===== src/rtl/audio_adc_i2s_rx.sv =====
// WM8731 ADC I2S receiver: deserializes the codec's left/right words into the clk domain
// and publishes them as a held pair with a one-cycle sample_valid strobe.
module audio_adc_i2s_rx #(
  parameter int DATA_W      = 16,
  parameter int SYNC_STAGES = 2
) (
  input  logic              clk,
  input  logic              KEY,
  input  logic              AUD_BCLK,
  input  logic              AUD_ADCLRCK,
  input  logic              AUD_ADCDAT,
  output logic [DATA_W-1:0] audio_inL,
  output logic [DATA_W-1:0] audio_inR,
  output logic              sample_valid,
  output logic              frame_err
);

  localparam int CNT_W = $clog2(DATA_W + 1);

  typedef enum logic [2:0] {
    IDLE,
    SHIFT_L,
    WAIT_L,
    SHIFT_R,
    WAIT_R
  } state_t;

  logic [SYNC_STAGES-1:0] bclk_sync;
  logic [SYNC_STAGES-1:0] lrck_sync;
  logic [SYNC_STAGES-1:0] dat_sync;
  logic                   bclk_prev;
  logic                   bclk_rise;
  logic                   lrck_q;
  logic                   dat_q;

  state_t                 state, state_n;
  logic                   lrck_prev, lrck_prev_n;
  logic [DATA_W-1:0]      shift_reg, shift_reg_n;
  logic [DATA_W-1:0]      hold_l, hold_l_n;
  logic [CNT_W-1:0]       bit_cnt, bit_cnt_n;
  logic                   l_ok, l_ok_n;
  logic [DATA_W-1:0]      audio_inL_n, audio_inR_n;
  logic                   sample_valid_n, frame_err_n;
  logic                   chan_start;
  logic [DATA_W-1:0]      shifted;

  // The edge pulse is registered together with LRCK/DAT so all three stay cycle-aligned.
  always_ff @(posedge clk) begin
    if (!KEY) begin
      bclk_sync <= '0;
      lrck_sync <= '0;
      dat_sync  <= '0;
      bclk_prev <= 1'b0;
      bclk_rise <= 1'b0;
      lrck_q    <= 1'b0;
      dat_q     <= 1'b0;
    end else begin
      bclk_sync <= {bclk_sync[SYNC_STAGES-2:0], AUD_BCLK};
      lrck_sync <= {lrck_sync[SYNC_STAGES-2:0], AUD_ADCLRCK};
      dat_sync  <= {dat_sync[SYNC_STAGES-2:0], AUD_ADCDAT};
      bclk_prev <= bclk_sync[SYNC_STAGES-1];
      bclk_rise <= bclk_sync[SYNC_STAGES-1] & ~bclk_prev;
      lrck_q    <= lrck_sync[SYNC_STAGES-1];
      dat_q     <= dat_sync[SYNC_STAGES-1];
    end
  end

  always_ff @(posedge clk) begin
    if (!KEY) begin
      state        <= IDLE;
      lrck_prev    <= 1'b0;
      shift_reg    <= '0;
      hold_l       <= '0;
      bit_cnt      <= '0;
      l_ok         <= 1'b0;
      audio_inL    <= '0;
      audio_inR    <= '0;
      sample_valid <= 1'b0;
      frame_err    <= 1'b0;
    end else begin
      state        <= state_n;
      lrck_prev    <= lrck_prev_n;
      shift_reg    <= shift_reg_n;
      hold_l       <= hold_l_n;
      bit_cnt      <= bit_cnt_n;
      l_ok         <= l_ok_n;
      audio_inL    <= audio_inL_n;
      audio_inR    <= audio_inR_n;
      sample_valid <= sample_valid_n;
      frame_err    <= frame_err_n;
    end
  end

  always_comb begin
    state_n        = state;
    lrck_prev_n    = lrck_prev;
    shift_reg_n    = shift_reg;
    hold_l_n       = hold_l;
    bit_cnt_n      = bit_cnt;
    l_ok_n         = l_ok;
    audio_inL_n    = audio_inL;
    audio_inR_n    = audio_inR;
    sample_valid_n = 1'b0;
    frame_err_n    = frame_err;
    chan_start     = lrck_q != lrck_prev;
    shifted        = {shift_reg[DATA_W-2:0], dat_q};

    if (bclk_rise) begin
      lrck_prev_n = lrck_q;
      unique case (state)
        IDLE: begin
          if (chan_start && !lrck_q) begin
            state_n   = SHIFT_L;
            bit_cnt_n = '0;
          end
        end
        SHIFT_L, SHIFT_R: begin
          // A word-clock edge before the word is complete restarts on the new channel.
          if (chan_start) begin
            frame_err_n = 1'b1;
            l_ok_n      = 1'b0;
            bit_cnt_n   = '0;
            state_n     = lrck_q ? SHIFT_R : SHIFT_L;
          end else begin
            shift_reg_n = shifted;
            if (bit_cnt == CNT_W'(DATA_W - 1)) begin
              bit_cnt_n = '0;
              if (state == SHIFT_L) begin
                hold_l_n = shifted;
                l_ok_n   = 1'b1;
                state_n  = WAIT_L;
              end else begin
                if (l_ok) begin
                  audio_inL_n    = hold_l;
                  audio_inR_n    = shifted;
                  sample_valid_n = 1'b1;
                end
                l_ok_n  = 1'b0;
                state_n = WAIT_R;
              end
            end else begin
              bit_cnt_n = bit_cnt + CNT_W'(1);
            end
          end
        end
        WAIT_L: begin
          if (chan_start && lrck_q) begin
            state_n   = SHIFT_R;
            bit_cnt_n = '0;
          end
        end
        WAIT_R: begin
          if (chan_start && !lrck_q) begin
            state_n   = SHIFT_L;
            bit_cnt_n = '0;
          end
        end
        default: state_n = IDLE;
      endcase
    end
  end

endmodule


===== config.mk =====
export PLATFORM = sky130hd
export DESIGN_NAME = audio_adc_i2s_rx
export DESIGN_NICKNAME = d
export VERILOG_FILES = /design/src/rtl/audio_adc_i2s_rx.sv
export SDC_FILE = /design/constraint.sdc
export NUM_CORES = 1
export LEC_CHECK = 0
export BUFFER_PORTS_ARGS = -buffer_cell sky130_fd_sc_hd__buf_2
export CAP_MARGIN = 5
export CORE_MARGIN = 5
export CORE_UTILIZATION = 30
export DETAILED_ROUTE_END_ITERATION = 16
export PLACE_DENSITY_LB_ADDON = 0.05
export SLEW_MARGIN = 20
export SYNTH_ARGS = -nofsm -noshare
export SYNTH_HDL_FRONTEND = slang
export SYNTH_SLANG_ARGS = --single-unit
export TNS_END_PERCENT = 10

===== constraint.sdc =====
create_clock -name clk -period 3.9 [get_ports clk]
set_input_delay 0.39 -clock clk [delete_from_list [all_inputs] [get_ports clk]]
set_output_delay 0.39 -clock clk [all_outputs]
set_load 0.05 [all_outputs]

# Word-level counts from Yosys, hierarchy flattened
# Index checks and enable logic that the tools add are counted.
dict set report word_totals {
  input_bits 5
  word_cells 67
  output_inout_bits 34
  regBits 85
}
dict set report op_classes {
  addsub 1
  n_mux 16
  bitwise_logic 8
  eq_ne 9
  reduce_logical 16
}
# op n
set op_table {}
lappend op_table {{$mux W5} 4}
lappend op_table {{$mux W3} 5}
lappend op_table {{$pmux W5 S3} 1}
lappend op_table {{$pmux W3 S3} 1}
lappend op_table {{$reduce_and A3 Y1} 3}
lappend op_table {{$reduce_and A4 Y1} 2}
lappend op_table {{$not A1 Y1} 7}
lappend op_table {{$eq A3 B2 Y1 const B} 2}
lappend op_table {{$reduce_and A6 Y1} 1}
lappend op_table {{$reduce_or A6 Y1} 1}
lappend op_table {{$add A5 B1 Y5 const B} 1}
lappend op_table {{$eq A5 B4 Y1 const B} 1}
lappend op_table {{$reduce_and A5 Y1} 1}
lappend op_table {{$mux W1} 4}
lappend op_table {{$reduce_or A2 Y1} 2}
lappend op_table {{$eq A3 B1 Y1 const B} 1}
lappend op_table {{$eq A3 B3 Y1 const B} 1}
lappend op_table {{$logic_not A3 Y1} 1}
lappend op_table {{$ne A3 B3 Y1 const B} 1}
lappend op_table {{$reduce_bool A3 Y1} 1}
lappend op_table {{$logic_and A1 B1 Y1} 2}
lappend op_table {{$mux W2} 1}
lappend op_table {{$ne A2 B1 Y1 const B} 1}
lappend op_table {{$ne A2 B2 Y1 const B} 1}
lappend op_table {{4 further kinds} 4}

# Longest topological paths before layout
dict set report logic_depth {
  ltp_word 5
  ltp_mapped 9
  ltp_nobuf 6
}

# Least setup slack after synthesis
# No wires, ideal clock.
dict set report synth_path {
  kind {register -> register}
  start {reg lrck_q}
  end {reg hold_l[0]}
  arrival_time_ns 1.660
  n_path_buf 3
  t_required_ns 3.784
  slack_ns 2.125
  stages_incl_launch_ff 10
  synth_period_minus_slack_ns 1.775
  setup_ns 0.116
  cell_sequence {dfxtp_1 inv_1 ha_1 buf_4 nand4b_4 or3_1 buf_6 buf_6 nand3_1 o21ai_2}
}
dict set report synth_via {
  elab_chain_len 3
}
# element line_no
set synth_rtl {}
lappend synth_rtl {{start, declared} 33} ;# logic lrck_q;
lappend synth_rtl {{start signal, assigned} 63} ;# lrck_q <= lrck_sync[SYNC_STAGES-1];
lappend synth_rtl {{$ne A1 B1 Y1} 105} ;# chan_start = lrck_q != lrck_prev;
lappend synth_rtl {{$not A1 Y1 (no line)} n/a}
lappend synth_rtl {{$reduce_and A5 Y1 (no line)} n/a}
lappend synth_rtl {{end signal, assigned} 84} ;# hold_l <= hold_l_n;
lappend synth_rtl {{end, declared} 39} ;# logic [DATA_W-1:0] hold_l, hold_l_n;
# Every way passes these cells.
# A chain may end at the register's enable or synchronous reset.

# Final worst setup path
dict set report layout_path {
  start {reg lrck_q}
  end {reg audio_inL[13]}
}
dict set report layout_via {
  elab_chain_len 3
}
# element line_no
set layout_rtl {}
lappend layout_rtl {{$ne A1 B1 Y1} 105}
lappend layout_rtl {{$not A1 Y1 (no line)} n/a}
lappend layout_rtl {{$reduce_and A6 Y1 (no line)} n/a}
lappend layout_rtl {{end signal, assigned} 87} ;# audio_inL <= audio_inL_n;
lappend layout_rtl {{end, declared} 12} ;# output logic [DATA_W-1:0] audio_inL,
# Every way passes these cells.

==> impl_metrics.env <==
export IMPL_status="completed"
export IMPL_grt_use_met2_pct=15.7
export IMPL_root_buffer="clkbuf_16"
export IMPL_arrival_ps=2880
export IMPL_cts_htree_levels=3
export IMPL_p_leak_uw=0.00144
export IMPL_maxSlewViolCount=0
export IMPL_core_area_mm2=0.0110
export IMPL_drt_first_iter_violations=172
export IMPL_cts_tree="done"
export IMPL_nets=395
export IMPL_synth_cells=363
export IMPL_r2r_start="lrck_q"
export IMPL_ys_warn_count=0
export IMPL_cts_path_max_buffers=2
export IMPL_power_density_mw_per_mm2=433
export IMPL_placed_cells=516
export IMPL_path_clk_slew_ps=60
export IMPL_rr_endpoint="audio_inL[13]"
export IMPL_grt_use_met1_pct=16.0
export IMPL_crit_chain="inv_1, ha_1, nand4b_4, nor2_1, and3_2, buf_4, mux2i_1"
export IMPL_synthArstFlopShare_pct=0
export IMPL_largestRegisters="audio_inL (16), audio_inR (16), hold_l (16)"
export IMPL_pre_cts_slack_ps=1230
export IMPL_fin_crit_sh_pct=67.1
export IMPL_antenna_left=0
export IMPL_r2r_cells=7
export IMPL_antenna_found_initial=0
export IMPL_cp_top_family="simple AND/OR/NAND/NOR gates"
export IMPL_grt_busiest_layer="met1"
export IMPL_drive_gt1_share_pct=21.5
export IMPL_cts_resized=0
export IMPL_setup_slack_ps=1280
export IMPL_wl_per_cell_um=13.3
export IMPL_hold_violations=0
export IMPL_worstMarginPinSlew_ps=918
export IMPL_skew_ps=4.70
export IMPL_cp_num_cells=7
export IMPL_crit_path_end_kind="flop"
export IMPL_firstDrtPassIters=4
export IMPL_dieWidth_um=116
export IMPL_crit_end="audio_inL[13]"
export IMPL_grt_pass1_wl_um=12000
export IMPL_ys_seq_elements=85
export IMPL_num_vias=2425
export IMPL_crit_path_max_incr_delay_ps=530
export IMPL_synth_cell_types=39
export IMPL_antenna_cells=0
export IMPL_crit_buf_inv=2
export IMPL_fin_crit_ps=2620
export IMPL_timing_slew_headroom_pct=38.6
export IMPL_finalSetupViolCount=0
export IMPL_synth_cell_area_mm2=0.00340
export IMPL_grt_pass1_vias=2289
export IMPL_synth_net_count=371
export IMPL_chipHeight_um=116
export IMPL_start_kind="flop"
export IMPL_slowest_stage="and3_2"
export IMPL_grtUsageMet3_pct=3.37
export IMPL_multiInputGateArea_mm2=0.00151
export IMPL_ff_latch_area_mm2=0.00170
export IMPL_drc=0
export IMPL_startpoint="lrck_q"
export IMPL_post_cts_buffers=0
export IMPL_clk_latency_ps=340
export IMPL_area_growth_synth_to_final_pct=14.3
export IMPL_synth_edf_count=0
export IMPL_reg2reg_slack_ps=1280
export IMPL_grt_setup_unrepaired="false"
export IMPL_cts_buffers=9
export IMPL_timing_fmax_mhz=382
export IMPL_syn_avg_cell_area_um2=9.35
export IMPL_fillers=1135
export IMPL_row_count=38
export IMPL_ir_worst_vdd_mv=0.198
export IMPL_start_util_pct=30.9
export IMPL_cts_sinks=85
export IMPL_vias_per_cell=4.57
export IMPL_cap_violations=0
export IMPL_critical_path_class="reg -> reg"
export IMPL_ys_seq_area_share_pct=50.1
export IMPL_synthFlopType="dfxtp_1"
export IMPL_tns_ps=0
export IMPL_port_buffers=38
export IMPL_grt_max_degree=81
export IMPL_die_area_mm2=0.0135
export IMPL_hold_path_class="in -> reg"
export IMPL_routed_wl_um=7060
export IMPL_overflow=0
export IMPL_hold_buffers=0
export IMPL_hpwl_um=4690
export IMPL_ios=39
export IMPL_critPathMaxFanout=18
export IMPL_gp_congestion=0.674
export IMPL_required_ps=4160
export IMPL_grt_usage_pct=11.3
export IMPL_layout_cells_non_filler=531
[area by class of cell]
class | instances | share of cell area [%]
Multi-Input combinational cell | 246 | 38.8
Inverter | 4 | 0.387
Clock inverter | 5 | 0.709
Tap cell | 140 | 4.51
Timing Repair Buffer | 41 | 5.55
Sequential cell | 85 | 43.9
Clock buffer | 10 | 6.16
[logic make-up (layout without fill, tap and decap cells)]
kind of cell,Yosys count,in the layout,share of synthesized area (%)
AND/OR/NAND/NOR,158,158,22.4
flip-flops,85,85,50.1
AO/OA/AOI/OAI,52,52,11.1
multiplexers,33,33,9.73
buffers and inverters,32,60,5.60
adder cells (fa/ha/maj),3,3,1.11
[layout by cell type (no fill, tap or decap), types with 5 or more instances in the layout]
cell type and n:
dfxtp_1 85, nand3_1 13, clkbuf_16 9, nand2_1 100, o21ai_2 16, nor2_1 7
nand3_2 5, a21oi_1 19, buf_2 37, nand2b_1 5, and2_1 10, mux2i_1 33
[synthesized netlist by cell type (2+ instances only)]
cell type	number	area share [%]
nand2b_1	5	0.92
nor2_1	7	0.77
ha_1	3	1.1
or3_1	2	0.37
nor3_1	2	0.29
buf_4	4	0.88
a211o_1	2	0.52
o21ai_2	16	4.1
mux2i_1	33	9.7
nand3_1	13	1.9
and2_1	10	1.8
nand3_2	5	1.5
inv_1	4	0.44
buf_6	7	2.3
a21oi_1	19	2.8
nand2_1	100	11
and3_1	4	0.74
o21ai_0	4	0.59
a22oi_1	2	0.44
nor2b_1	2	0.37
dfxtp_1	85	50
and4b_1	2	0.59
buf_2	2	0.29
clkbuf_1	13	1.4
o22ai_1	2	0.37
buf_1	2	0.22
[metrics by stage]
stage	area, µm²	hold WS [ps]	util (%)	power [µW]
after floorplan	3400	367	-	915
after detailed placement	3610	375	32.9	922
after global placement	3610	372	32.9	922
final	3880	259	35.3	1680
after global routing	3880	255	35.3	1750
after CTS	3880	246	35.3	1720
[layer usage]
layer / vias up / share of wire (%)
met5: - / 0
met4: 0 / 1.9
met3: 8 / 4.7
met2: 37 / 40
met1: 1106 / 53
li1: 1274 / -
[worst min path at each step]
stage,from,end,slack [ps],cells past startpoint
3_5_place_dp,bclk_prev,bclk_rise,380,1
4_1_cts,AUD_ADCLRCK,lrck_sync[0],250,2
2_1_floorplan,bclk_prev,bclk_rise,370,1
3_3_place_gp,bclk_prev,bclk_rise,370,1
5_1_grt,AUD_ADCDAT,dat_sync[0],250,2
6_report,AUD_ADCLRCK,lrck_sync[0],260,2
[report_power, final]
group          internal, µW  switching (µW)  total [µW]
Combinational          5.87            22.2        28.1
Clock                   440             338         779
Sequential              872            1.81         874
Total                  1320             362        1680
Note: power is estimated with default switching activity, not from simulation.
